**src/rtl/iter_hasher.sv**
```systemverilog
// Iterative byte hasher: one rotate-xor round per message byte,
// then a length-mixing finalisation held until the consumer takes it.
module iter_hasher #(
  parameter int DATA_BYTES = 8,
  parameter int WIDTH = 32,
  parameter int ROT = 5,
  parameter logic [WIDTH-1:0] SEED = WIDTH'(1),
  localparam int LEN_W = $clog2(DATA_BYTES + 1)
) (
  input  logic                    clk,
  input  logic                    rst,
  input  logic                    in_valid,
  output logic                    in_ready,
  input  logic [8*DATA_BYTES-1:0] data,
  input  logic [LEN_W-1:0]        data_len,
  output logic                    out_valid,
  input  logic                    out_ready,
  output logic [WIDTH-1:0]        hash,
  output logic                    busy
);

  typedef enum logic [1:0] {
    S_IDLE,
    S_RUN,
    S_FIN,
    S_HOLD
  } state_t;

  state_t                  r_fsm;
  state_t                  w_nxt;
  logic [8*DATA_BYTES-1:0] r_data;
  logic [LEN_W-1:0]        r_len;
  logic [LEN_W-1:0]        r_cnt;
  logic [WIDTH-1:0]        r_st;
  logic [WIDTH-1:0]        r_hash;
  logic [LEN_W-1:0]        w_eff_len;
  logic [8*DATA_BYTES-1:0] w_sh;
  logic [7:0]              w_byte;
  logic                    w_last;
  logic                    w_accept;

  function automatic logic [WIDTH-1:0] rotl(
    input logic [WIDTH-1:0] x
  );
    return (x << ROT) | (x >> (WIDTH - ROT));
  endfunction

  // Oversized lengths saturate to the buffer size
  assign w_eff_len = (data_len > LEN_W'(DATA_BYTES))
                   ? LEN_W'(DATA_BYTES) : data_len;
  assign w_sh     = r_data >> {r_cnt, 3'b000};
  assign w_byte   = w_sh[7:0];
  assign w_last   = (r_cnt + LEN_W'(1)) == r_len;
  assign w_accept = in_valid & in_ready;
  assign hash     = r_hash;

  always_ff @(posedge clk) begin
    if (rst) r_fsm <= S_IDLE;
    else     r_fsm <= w_nxt;
  end

  always_comb begin
    w_nxt = r_fsm;
    case (r_fsm)
      S_IDLE:
        if (in_valid)
          w_nxt = (w_eff_len != '0) ? S_RUN : S_FIN;
      S_RUN:
        if (w_last) w_nxt = S_FIN;
      S_FIN:
        w_nxt = S_HOLD;
      S_HOLD:
        if (out_ready) w_nxt = S_IDLE;
      default:
        w_nxt = S_IDLE;
    endcase
  end

  always_comb begin
    in_ready  = (r_fsm == S_IDLE);
    busy      = (r_fsm != S_IDLE);
    out_valid = (r_fsm == S_HOLD);
  end

  always_ff @(posedge clk) begin
    if (rst) begin
      r_data <= '0;
      r_len  <= '0;
      r_cnt  <= '0;
      r_st   <= SEED;
      r_hash <= '0;
    end else begin
      case (r_fsm)
        S_IDLE:
          if (w_accept) begin
            r_data <= data;
            r_len  <= w_eff_len;
            r_cnt  <= '0;
            r_st   <= SEED;
          end
        S_RUN: begin
          r_st  <= rotl(r_st ^ WIDTH'(w_byte));
          r_cnt <= r_cnt + LEN_W'(1);
        end
        S_FIN:
          r_hash <= rotl(r_st) ^ WIDTH'(r_len);
        default: ;
      endcase
    end
  end

endmodule

```
**config.mk**
```make
export PLATFORM = sky130hd
export DESIGN_NAME = iter_hasher
export DESIGN_NICKNAME = d
export VERILOG_FILES = /design/src/rtl/iter_hasher.sv
export SDC_FILE = /design/constraint.sdc
export NUM_CORES = 1
export LEC_CHECK = 0
export CORE_ASPECT_RATIO = 1.75
export CORE_MARGIN = 4
export CORE_UTILIZATION = 45
export DETAILED_ROUTE_END_ITERATION = 10
export PLACE_DENSITY = 0.81
export SYNTH_ARGS = -nofsm -noshare
export SYNTH_HDL_FRONTEND = slang
export SYNTH_SLANG_ARGS = --single-unit
```
**constraint.sdc**
```tcl
create_clock -name clk -period 4.2 [get_ports clk]
set_clock_uncertainty 0.15 [all_clocks]
set_input_delay 1.26 -clock clk [delete_from_list [all_inputs] [get_ports clk]]
set_output_delay 1.26 -clock clk [all_outputs]
set_load 0.1 [all_outputs]
```
# Word level (Yosys, flattened, before mapping)
# Index checks and enable logic that the tools add are counted.
[totals]
register_bits = 138
inputBits = 72
output_inout_bits = 35
elab_cells = 39
[op_classes]
add_sub_neg = 1
magnitude_cmp = 1
n_eq_ne = 8
shift = 1
mux = 10
bitwise = 5
n_reduce_logical = 7
[ops]
columns = ["operator", "count"]
rows = [
  ["$or A32 B5 Y32", 2],
  ["$pmux W32 S2", 1],
  ["$shr A64 B7 Y8", 1],
  ["$mux W32", 1],
  ["$xor A32 B4 Y32", 1],
  ["$xor A32 B8 Y32", 1],
  ["$mux W2", 4],
  ["$mux W4", 2],
  ["$pmux W2 S4", 1],
  ["$pmux W4 S2", 1],
  ["$add A4 B1 Y4 const B", 1],
  ["$eq A2 B2 Y1 const B", 2],
  ["$eq A4 B4 Y1", 1],
  ["$gt A4 B4 Y1 const B", 1],
  ["$ne A2 B1 Y1 const B", 2],
  ["$ne A2 B2 Y1 const B", 2],
  ["$reduce_and A2 Y1", 2],
  ["$reduce_bool A2 Y1", 2],
  ["$reduce_bool A4 Y1", 1],
  ["$reduce_and A3 Y1", 1],
  ["$eq A2 B1 Y1 const B", 1],
  ["$logic_not A2 Y1", 1],
  ["$and A1 B1 Y1", 1],
]

# Logic depth before layout (Yosys ltp)
[logic_depth]
ltp_word = 6
mapped_depth = 9
mapped_depth_nobuf = 6

# Least setup slack after synthesis
# No wires, ideal clock.
[synth_path]
path_type = "register -> output"
start = "register r_fsm[0]"
end = "output busy"
t_arrival_ns = 1.890
required_time_ns = 2.790
setup_slack_ns = 0.900
path_stages_with_launch = 5
path_buffers = 1
cell_sequence = "dfxtp_1 -> inv_1 -> ha_1 -> buf_2 -> inv_1"
[synth_between]
elab_chain_len = 1
[synth_lines]
columns = ["element", "line", "rtl"]
rows = [
  ["start: declaration", "29", "state_t r_fsm;"],
  ["start signal: assignment", "59", "else r_fsm <= w_nxt;"],
  ["$reduce_bool A2 Y1", "81", "busy = (r_fsm != S_IDLE);"],
  ["end: declaration", "19", "output logic busy"],
]
# Every way passes these cells.

# Worst setup path in the final report
[layout_path]
start = "register r_hash[27] (netlist: hash[27])"
end = "output hash[27]"
[layout_lines]
columns = ["element", "line", "rtl"]
rows = [
  ["start: declaration", "35", "logic [WIDTH-1:0] r_hash;"],
  ["start signal: assignment", "106", "r_hash <= rotl(r_st) ^ WIDTH'(r_len);"],
  ["end: declaration", "18", "output logic [WIDTH-1:0] hash,"],
]
# No word-level cell between the ends.

==> flow_summary.json <==
{
  "power.share.sequential_pct": 40.1,
  "path_class": "register to output pin",
  "synth_commonest_cells": "dfxtp_1, nand2_1, a21oi_1",
  "clk_latency_ns": 0.42,
  "synth_fa_ha_area_share_pct": 1.101,
  "synth_edf_count": 0,
  "synth_ff_type": "dfxtp_1",
  "design.final.nets": 766,
  "grt-ovfl-total": 0,
  "period_share_pct": 78.69,
  "status": "complete, no violations",
  "cts_buffers": 17,
  "leakage_nw": 2.729,
  "place_ws_ns": 0.8264,
  "cts.sinks": 138,
  "syn-cell-area_um2": 5684,
  "synth.most_common_cell": "dfxtp_1",
  "drt-initial-drc-count": 227,
  "ctsResizeCount": 0,
  "pin_count": 107,
  "critPathRequiredTime_ns": 2.79,
  "hpwl_um": 9836,
  "synthXorXnorAreaFrac_pct": 1.629,
  "report.final.slew_viol_count": 0,
  "wl_per_cell_um": 15.80,
  "cap_violations": 0,
  "worst_setup_path_end_kind": "output pin",
  "worst-path-buf-inv": 1,
  "area_delta_synth_final_pct": 27.51,
  "synthCells": 606,
  "setup_viol": 0,
  "cts_tree": "yes",
  "tightest_slew_ns": 1.009,
  "synth_area_leaders": "dfxtp_1, nand2_1, mux2i_1",
  "dr.pass1.iters": 5,
  "finalWirelength_um": 13730,
  "period_needed_ns": 3.305,
  "synth_cell_types": 41,
  "finalSetupTns_ns": 0,
  "die_w_um": 92.96,
  "fmax_mhz": 302.6,
  "first_global_vias": 4638,
  "fin_ws_ns": 0.8951,
  "cp.arrival_ns": 1.89,
  "path_cells": "clkdlybuf4s50_1",
  "stdcell_area_um2": 7248,
  "critPathSlowestCell": "clkdlybuf4s50_1",
  "clock_tree.root_cell": "clkbuf_16",
  "die_area_um2": 14570,
  "synthSimpleGateAreaFrac_pct": 15.67,
  "antenna_found_initial": 0,
  "num_vias": 4639,
  "powerDensity_nw_per_um2": 525.4,
  "synth_fp_nets": 683,
  "dpl_cell_area_um2": 6699,
  "holdBufCountCts": 0,
  "p_sw_share_pct": 31.68,
  "synth_top_family_by_area": "simple AND/OR/NAND/NOR gates",
  "grt_pass1_wl_um": 22000,
  "die_h_um": 156.7,
  "io_buffers": 106,
  "switchingPower_w": 0.001206,
  "drive_gt1_share_pct": 8.987,
  "cp_max_fo": 2,
  "clk_pin_slew_ns": 0.06,
  "via_per_inst": 5.338,
  "slew-limit-headroom_pct": 32.65,
  "muxShareOfSynthArea_pct": 14.02,
  "rsz0062_at_grt": "no",
  "globalRouteTotalUtil_pct": 19.23,
  "yosysWarningCount": 0,
  "initial_core_util_pct": 45.72,
  "hold_violations": 0,
  "gp_congestion": 0.7692,
  "cts_buffer_depth": 2,
  "h-tree-depth": 4,
  "drc": 0,
  "n_antenna_cell": 0,
  "intPower_w": 0.002602,
  "hp-class": "register to register",
  "async_reset_ff_share_pct": 0,
  "cp_top_family": "buffers and inverters",
  "ir_worst_vdd_mv": 0.3246,
  "grt_max_degree": 76,
  "cp-start-kind": "register",
  "synth_top_area_share_pct": 48.60,
  "avgSynthCellArea_um2": 9.380,
  "ys_ff_latch": 138,
  "p_clk_share_pct": 36.5,
  "ys_seq_area_share_pct": 48.60,
  "pwr-share-comb_pct": 23.4,
  "ant_nets": 0,
  "synth_compound_area_share_pct": 13.74,
  "synth_largest_area_cell": "dfxtp_1",
  "rows": 54,
  "slowest_delay_ns": 1.14,
  "fill_cells": 1078,
  "coreArea_um2": 12430,
  "post_cts_buffers": 0
}
per-stage QoR:
| stage | instances | hold slack [ns] | utilization, % | total power [W] |
|---|---|---|---|---|
| floorplan | 606 | 0.2815 | - | 0.002210 |
| global route | 869 | 0.3174 | 58.30 | 0.003978 |
| finish | 869 | 0.3021 | 58.30 | 0.003808 |
| global placement | 838 | 0.2884 | 53.88 | 0.002405 |
| detailed placement | 838 | 0.2934 | 53.88 | 0.002443 |
| CTS | 869 | 0.3013 | 58.30 | 0.003829 |
registers in the layout (all words and copies together) (netlist names):
name,count
r_len,4
r_st,32
r_cnt,4
r_fsm,2
r_data,64
hash,32
metal layers:
layer | part of all wire [%] | track usage [%] | vias up
met3 | 4.0 | 4.810 | 37
met1 | 38 | 19.82 | 2191
met2 | 55 | 35.44 | 136
met5 | 0 | 0 | -
met4 | 3.7 | 9.713 | 0
li1 | - | - | 2275
power by group through the flow:
stage | sequential, W | combinational (W) | clock, W
floorplan | 0.00156 | 0.000650 | 0
global placement | 0.00154 | 0.000864 | 0
detailed placement | 0.00155 | 0.000891 | 0
CTS | 0.00153 | 0.000896 | 0.00141
global route | 0.00154 | 0.000974 | 0.00147
finish | 0.00153 | 0.000892 | 0.00139
worst paths after layout:
| path | cells after the start | start | end | slack [ns] |
|---|---|---|---|---|
| worst max-delay path | 1 | hash[27]$_SDFFE_PP0P_ | hash[27] | 0.90 |
| worst min-delay path | 2 | r_data[24]$_SDFFE_PP0P_ | r_data[24]$_SDFFE_PP0P_ | 0.30 |
| worst max register to register | 5 | r_cnt[1]$_SDFFE_PP0P_ | r_fsm[1]$_SDFFE_PP0P_ | 1.58 |
| worst min register to register | 2 | r_data[24]$_SDFFE_PP0P_ | r_data[24]$_SDFFE_PP0P_ | 0.30 |
layout make-up:
| type | count | area (um2) | share of cell area (%) |
|---|---|---|---|
| inverter | 7 | 26.28 | 0.3625 |
| clock inverter | 7 | 67.56 | 0.9322 |
| tap | 168 | 210.2 | 2.900 |
| clock buffer | 24 | 481.7 | 6.646 |
| multi-input combinational | 413 | 2636 | 36.37 |
| timing repair buffer | 112 | 1064 | 14.67 |
| sequential | 138 | 2763 | 38.11 |
placed cells by master (no fill, tap or decap), drive strengths merged, types with 2 or more instances in the layout:
master           n
nor3             2
a22oi           24
o2111a           8
ha               5
nand2          135
a211o            8
buf             23
mux4            16
xnor2            6
clkbuf          24
mux2i           38
a211oi           5
a21oi           72
xor2             2
nor4             9
clkdlybuf4s50   89
inv              7
o21ai            3
dfxtp          138
nand3            2
and2             2
nor2            63
clkinv           6
nor3b            3
logic make-up after synthesis:
family          after synthesis
compound gates              123
xor+xnor                      9
fa+ha+maj                     5
buf+inv                      55
flops                       138
mux                          55
simple gates                221
No activity file was read; power rests on OpenSTA's default activity.
